==> src/rtl/pkg_ampliacao.sv <==
// rtl/pkg_ampliacao.sv - shared types and limits for the 2x upscaler job sequencer
package pkg_ampliacao;

    typedef enum logic [2:0] {
        S_IDLE  = 3'd0,
        S_START = 3'd1,
        S_RUN   = 3'd2,
        S_FIM   = 3'd3,
        S_ABORT = 3'd4
    } estado_t;

    localparam int LARGURA_MAX = 640;
    localparam int ALTURA_MAX  = 480;
    localparam int DIM_W       = 10;
    localparam int PIXEL_W     = 8;
    localparam int CONT_W      = 21;

    // Output pixel count of a 2x job: 4*W*H, fits 21 bits for 640x480.
    function automatic logic [CONT_W-1:0] total_saida(input logic [DIM_W-1:0] w,
                                                      input logic [DIM_W-1:0] h);
        logic [CONT_W-1:0] prod;
        prod = CONT_W'(w) * CONT_W'(h);
        return {prod[CONT_W-3:0], 2'b00};
    endfunction

endpackage

==> src/rtl/controlador_ampliacao.sv <==
// rtl/controlador_ampliacao.sv - job sequencer feeding the nearest-neighbour core from/to RAM
module controlador_ampliacao
    import pkg_ampliacao::*;
#(
    parameter int ADDR_W   = 20,
    parameter int LARG_MAX = LARGURA_MAX,
    parameter int ALT_MAX  = ALTURA_MAX
) (
    input  logic               clk,
    input  logic               resetn,
    input  logic               cmd_valid,
    output logic               cmd_ready,
    input  logic [DIM_W-1:0]   cmd_largura,
    input  logic [DIM_W-1:0]   cmd_altura,
    input  logic [ADDR_W-1:0]  cmd_src_base,
    input  logic [ADDR_W-1:0]  cmd_dst_base,
    input  logic               abort,
    output logic               busy,
    output logic               done,
    output logic               erro,
    output logic               core_resetn,
    output logic               core_start,
    output logic [DIM_W-1:0]   core_largura,
    output logic [DIM_W-1:0]   core_altura,
    output logic [PIXEL_W-1:0] core_pixel_in,
    input  logic               core_pixel_in_ready,
    input  logic [PIXEL_W-1:0] core_pixel_out,
    input  logic               core_pixel_out_valid,
    input  logic               core_processing_done,
    output logic [ADDR_W-1:0]  src_rd_addr,
    input  logic [PIXEL_W-1:0] src_rd_data,
    output logic               dst_wr_en,
    output logic [ADDR_W-1:0]  dst_wr_addr,
    output logic [PIXEL_W-1:0] dst_wr_data
);

    estado_t             estado;
    logic [ADDR_W-1:0]   src_ptr;
    logic [ADDR_W-1:0]   dst_ptr;
    logic [CONT_W-1:0]   esperado;
    logic [CONT_W-1:0]   cont;
    logic [CONT_W-1:0]   cont_final;
    logic                cmd_invalido;

    assign cmd_invalido = (cmd_largura == '0) || (cmd_altura == '0) ||
                          (cmd_largura > DIM_W'(LARG_MAX)) || (cmd_altura > DIM_W'(ALT_MAX));

    // Reading one address ahead on a sampling cycle keeps the 1-cycle RAM latency hidden.
    assign src_rd_addr   = src_ptr + ADDR_W'(core_pixel_in_ready);
    assign core_pixel_in = src_rd_data;

    assign dst_wr_en   = (estado == S_RUN) && core_pixel_out_valid;
    assign dst_wr_addr = dst_ptr;
    assign dst_wr_data = core_pixel_out;
    assign cont_final  = cont + CONT_W'(dst_wr_en);

    always_ff @(posedge clk or negedge resetn) begin
        if (!resetn) begin
            estado       <= S_IDLE;
            cmd_ready    <= 1'b0;
            busy         <= 1'b0;
            done         <= 1'b0;
            erro         <= 1'b0;
            core_resetn  <= 1'b0;
            core_start   <= 1'b0;
            core_largura <= '0;
            core_altura  <= '0;
            src_ptr      <= '0;
            dst_ptr      <= '0;
            esperado     <= '0;
            cont         <= '0;
        end else begin
            core_start  <= 1'b0;
            done        <= 1'b0;
            erro        <= 1'b0;
            core_resetn <= 1'b1;
            if (core_pixel_in_ready) begin
                src_ptr <= src_ptr + 1'b1;
            end
            if (dst_wr_en) begin
                dst_ptr <= dst_ptr + 1'b1;
                cont    <= cont_final;
            end
            case (estado)
                S_IDLE: begin
                    cmd_ready <= 1'b1;
                    busy      <= 1'b0;
                    if (cmd_valid && cmd_ready) begin
                        if (cmd_invalido) begin
                            erro <= 1'b1;
                        end else begin
                            core_largura <= cmd_largura;
                            core_altura  <= cmd_altura;
                            src_ptr      <= cmd_src_base;
                            dst_ptr      <= cmd_dst_base;
                            esperado     <= total_saida(cmd_largura, cmd_altura);
                            cont         <= '0;
                            core_start   <= 1'b1;
                            busy         <= 1'b1;
                            cmd_ready    <= 1'b0;
                            estado       <= S_START;
                        end
                    end
                end
                S_START, S_RUN: begin
                    // abort wins over a coincident processing_done
                    if (abort) begin
                        core_resetn <= 1'b0;
                        erro        <= 1'b1;
                        estado      <= S_ABORT;
                    end else if (estado == S_START) begin
                        estado <= S_RUN;
                    end else if (core_processing_done) begin
                        done   <= 1'b1;
                        erro   <= (cont_final != esperado);
                        estado <= S_FIM;
                    end
                end
                S_FIM, S_ABORT: begin
                    busy      <= 1'b0;
                    cmd_ready <= 1'b1;
                    estado    <= S_IDLE;
                end
                default: begin
                    estado <= S_IDLE;
                end
            endcase
        end
    end

endmodule

==> config.mk <==
export PLATFORM = sky130hd
export DESIGN_NAME = controlador_ampliacao
export DESIGN_NICKNAME = d
export VERILOG_FILES = /design/src/rtl/pkg_ampliacao.sv /design/src/rtl/controlador_ampliacao.sv
export SDC_FILE = /design/constraint.sdc
export NUM_CORES = 1
export LEC_CHECK = 0
export CORE_ASPECT_RATIO = 0.9
export CORE_MARGIN = 1
export CORE_UTILIZATION = 46
export CTS_BUF_LIST = sky130_fd_sc_hd__clkbuf_16
export DETAILED_ROUTE_END_ITERATION = 8
export HOLD_SLACK_MARGIN = 0.08
export PLACE_DENSITY = 0.72
export SETUP_SLACK_MARGIN = 0.2
export SYNTH_ARGS = -nofsm -noshare
export SYNTH_HDL_FRONTEND = slang
export SYNTH_SLANG_ARGS = --single-unit
==> constraint.sdc <==
create_clock -name clk -period 4.7 [get_ports clk]
set_input_delay 1.41 -clock clk [delete_from_list [all_inputs] [get_ports clk]]
set_output_delay 1.41 -clock clk [all_outputs]
set_load 0.01 [all_outputs]
==> summary.md <==
| Metric | Value |
|---|---|
| R2R depth | `12` |
| Final WS setup | `-639 ps` |
| Via count | `between 7k and 8k` |
| Dpl cells | `1,456` |
| Syn avg cell area | `8.67 µm²` |
| CTS H-Tree Depth | `3` |
| Cell area after synthesis | `slightly above 9000 µm²` |
| Worst slew margin | `roughly 49%` |
| Cell count after synthesis | `around 1.0k` |
| Status | `finished with violations` |
| Starting Density | `roughly 47%` |
| Top_reg_cell synth | `dfrtp_1` |
| Wire per inst | `15.4 µm` |
| Maxcap violations | `0` |
| EDFF count, synth | `0` |
| Die ar. | `slightly above 20,000 µm²` |
| Worst Setup End Kind | `flop` |
| HP Start | `estado[2]$_DFFE_PN0P_` |
| First-pass GRT wire length | `about 38 mm` |
| Power Density | `532 nW/µm²` |
| Post-synth top area cell | `dfrtp_1` |
| CORE AREA | `around 19,000 µm²` |
| Gr ovfl total | `0` |
| Input/output buffers | `133` |
| YS warnings | `0` |
| Flops & latches, synth | `roughly 110` |
| Hold Fails Final Rpt | `0` |
| Cell Area, Placed | `about 11,000 µm²` |
| Largest cells by area after synthesis | `dfrtp_1, fa_1, ha_1` |
| Post-synth top area share | `between 30% and 40%` |
| Worst path top cell family by delay | `adder cells` |
| Antenna-violating nets left | `0` |
| Setup Viol. Count Final | `12` |
| Final wirelength | `approximately 23 mm` |
| Most frequent cell after synthesis | `nand2_1` |
| Sequential element share of the synthesized area | `between 30% and 40%` |
| CTS buffer count | `9` |
| Final Instance Count excl. Fillers | `about 1.5k` |
| Total Routing Usage GR | `23.4%` |
| Num rows | `48` |
| Worst slew pin tran | `767 ps` |
| Max clock buf depth | `2` |
| Crit-path slowest cell | `fa_2` |
| Slew Limit Fails | `0` |
| Tcrit/Tclk final | `114%` |
| Initial antenna violation count | `1` |
| Dpl hpwl | `17.5 mm` |
| Layout cells sized above 1 | `17.9%` |
| Die W | `around 150 µm` |
| DRT iter0 DRCs | `330` |
| WS Path Type | `in -> reg` |
| Most frequent CP cell | `fa_1` |
| FF-to-FF Start | `estado[0]$_DFFE_PN0P_` |
| Post-synth top cells | `nand2_1, dfrtp_1, nor2_1` |
| Arr. time, crit path | `5580 ps` |
| Peak VDD IR | `between 0.0003 and 0.0004 V` |
| Vias in the first global route | `7,812` |
| Worst reg-to-reg setup slack | `1520 ps` |
| TritonRoute pass-1 iters | `5` |
| Worst Setup Start Kind | `input pin` |
| Design area | `around 12,000 µm²` |
| Clock root cell | `clkbuf_16` |
| Failing checks | `negative setup slack` |
| FFs w/ async S/R, synth | `between 90% and 100%` |
| CTS tree | `yes` |
| Die Y | `around 140 µm` |
| Hold worst-path end | `estado[1]$_DFFE_PN0P_` |
| HP Class | `reg -> reg` |
| Synthesis-to-finish area growth | `31.6%` |
| Worst Path Max Fanout | `2` |
| Largest net degree at the start of global routing | `between 70 and 80` |
| Layout Nets | `approximately 1.4k` |
| Crit-path cells | `buf_8, buf_6, and2_4, fa_1, inv_1, fa_1, fa_1, fa_1, inv_2, fa_2, ha_4, nand4_1, a21oi_2, a211oi_2, nor2b_1, or3_1, a22o_1` |
| Worst R2R End | `erro$_DFF_PN0_` |
| Worst Path Buf+Inv | `4` |
| Worst skew pair latency | `around 350 ps` |
| Unrepaired setup endpoints after global routing | `yes` |
| Clock skew | `around 11 ps` |
| Gpl congestion | `between 0.8 and 0.9` |
| Worst hold margin | `~480 ps` |
| Diodes inserted | `0` |
| Dpl ws | `-1480 ps` |
| FMAX | `roughly 0.19 GHz` |
| Clk sinks | `109` |
| Synth cell types | `between 50 and 60` |
| Hold-fix buffers, CTS | `0` |
| CP peak stage delay | `between 500 and 600 ps` |
| Hold path cells | `1` |
| Num ports | `166` |
| # DRC | `0` |
| Final min period | `around 5300 ps` |
| Vias per cell | `a little over 5` |
| Total power | `~6.4 mW` |
| Syn Nets | `about 1.3k` |
| Pleak | `approximately 5.4 nW` |
| Worst Path Required | `about 5000 ps` |
| Clk slew on worst S/H paths | `60 ps` |
==> final cells by class <==
type,instances,area (µm²)
fillers,1621,7320
multi-input cells,798,6230
flip-flops and latches,109,2730
repair buffers,240,2150
well taps,250,313
inverters,75,284
clock buffers,9,225
clock inverters,7,32.5
==> flip-flops by register name, indices dropped and copies added, names as in the netlist <==
name,cells
done,1
core_start,1
cmd_ready,1
core_largura,10
busy,1
esperado,19
erro,1
cont,21
src_ptr,20
core_resetn,1
core_altura,10
estado,3
dst_wr_addr,20
==> cells by family after synthesis <==
family / Yosys count / synth area share, %
buf+inv: 141 / 6.59
simple gates: 442 / 23.1
flops: 109 / 30.0
fa+ha+maj: 119 / 21.4
xor+xnor: 116 / 11.2
compound gates: 119 / 7.51
mux: 2 / 0.220
==> through the flow <==
| stage | util, % | setup TNS [ps] |
|---|---|---|
| floorplan | - | -5890 |
| global placement | 58.7 | -17270 |
| detailed placement | 58.7 | -18230 |
| CTS | 61.0 | -5750 |
| global route | 62.1 | -6910 |
| finish | 62.1 | -5220 |
==> routing by layer <==
metal	vias up	global-route usage, %	wire [µm]
li1	3766	-	-
met5	-	0	12
met2	174	39.7	11100
met1	3691	30.4	10300
met4	2	7.35	529
met3	41	3.87	1040
==> layout by cell type, fill, tap and decap left out, types with 49 or more instances in the layout <==
cell type	synthesis	final
nand2_1	181	173
nor2_1	82	80
inv_1	75	68
clkdlybuf4s50_1	0	96
dfrtp_1	109	109
and2_1	62	57
xor2_1	50	49
xnor2_1	66	66
buf_4	16	95
fa_1	61	56
==> how the worst max path moves through the flow <==
stage                   start                       end  cells after the start
4_1_cts        cmd_largura[5]  esperado[16]$_DFFE_PN0P_                     17
2_1_floorplan  cmd_largura[7]  esperado[16]$_DFFE_PN0P_                     19
3_3_place_gp    cmd_altura[5]  esperado[16]$_DFFE_PN0P_                     15
3_5_place_dp   cmd_largura[5]  esperado[16]$_DFFE_PN0P_                     17
6_report       cmd_largura[5]  esperado[16]$_DFFE_PN0P_                     17
5_1_grt        cmd_largura[5]  esperado[16]$_DFFE_PN0P_                     17
==> power breakdown <==
| part | leakage (nW) | internal (mW) | switching (mW) |
|---|---|---|---|
| clock | 0.125 | 0.351 | 0.339 |
| sequential | 1.35 | 1.25 | 0.344 |
| combinational | 3.89 | 2.19 | 1.89 |
| total | 5.36 | 3.79 | 2.57 |
==> what timing repair did <==
| action | in CTS | in global routing |
|---|---|---|
| pin swaps | 38 | 37 |
| endpoints found under the setup margin | 30 | 26 |
| resized for setup | 157 | 39 |
| setup buffers | 12 | 4 |
| hold endpoints to repair | 0 | 0 |
Note: power is estimated with default switching activity, not from simulation.
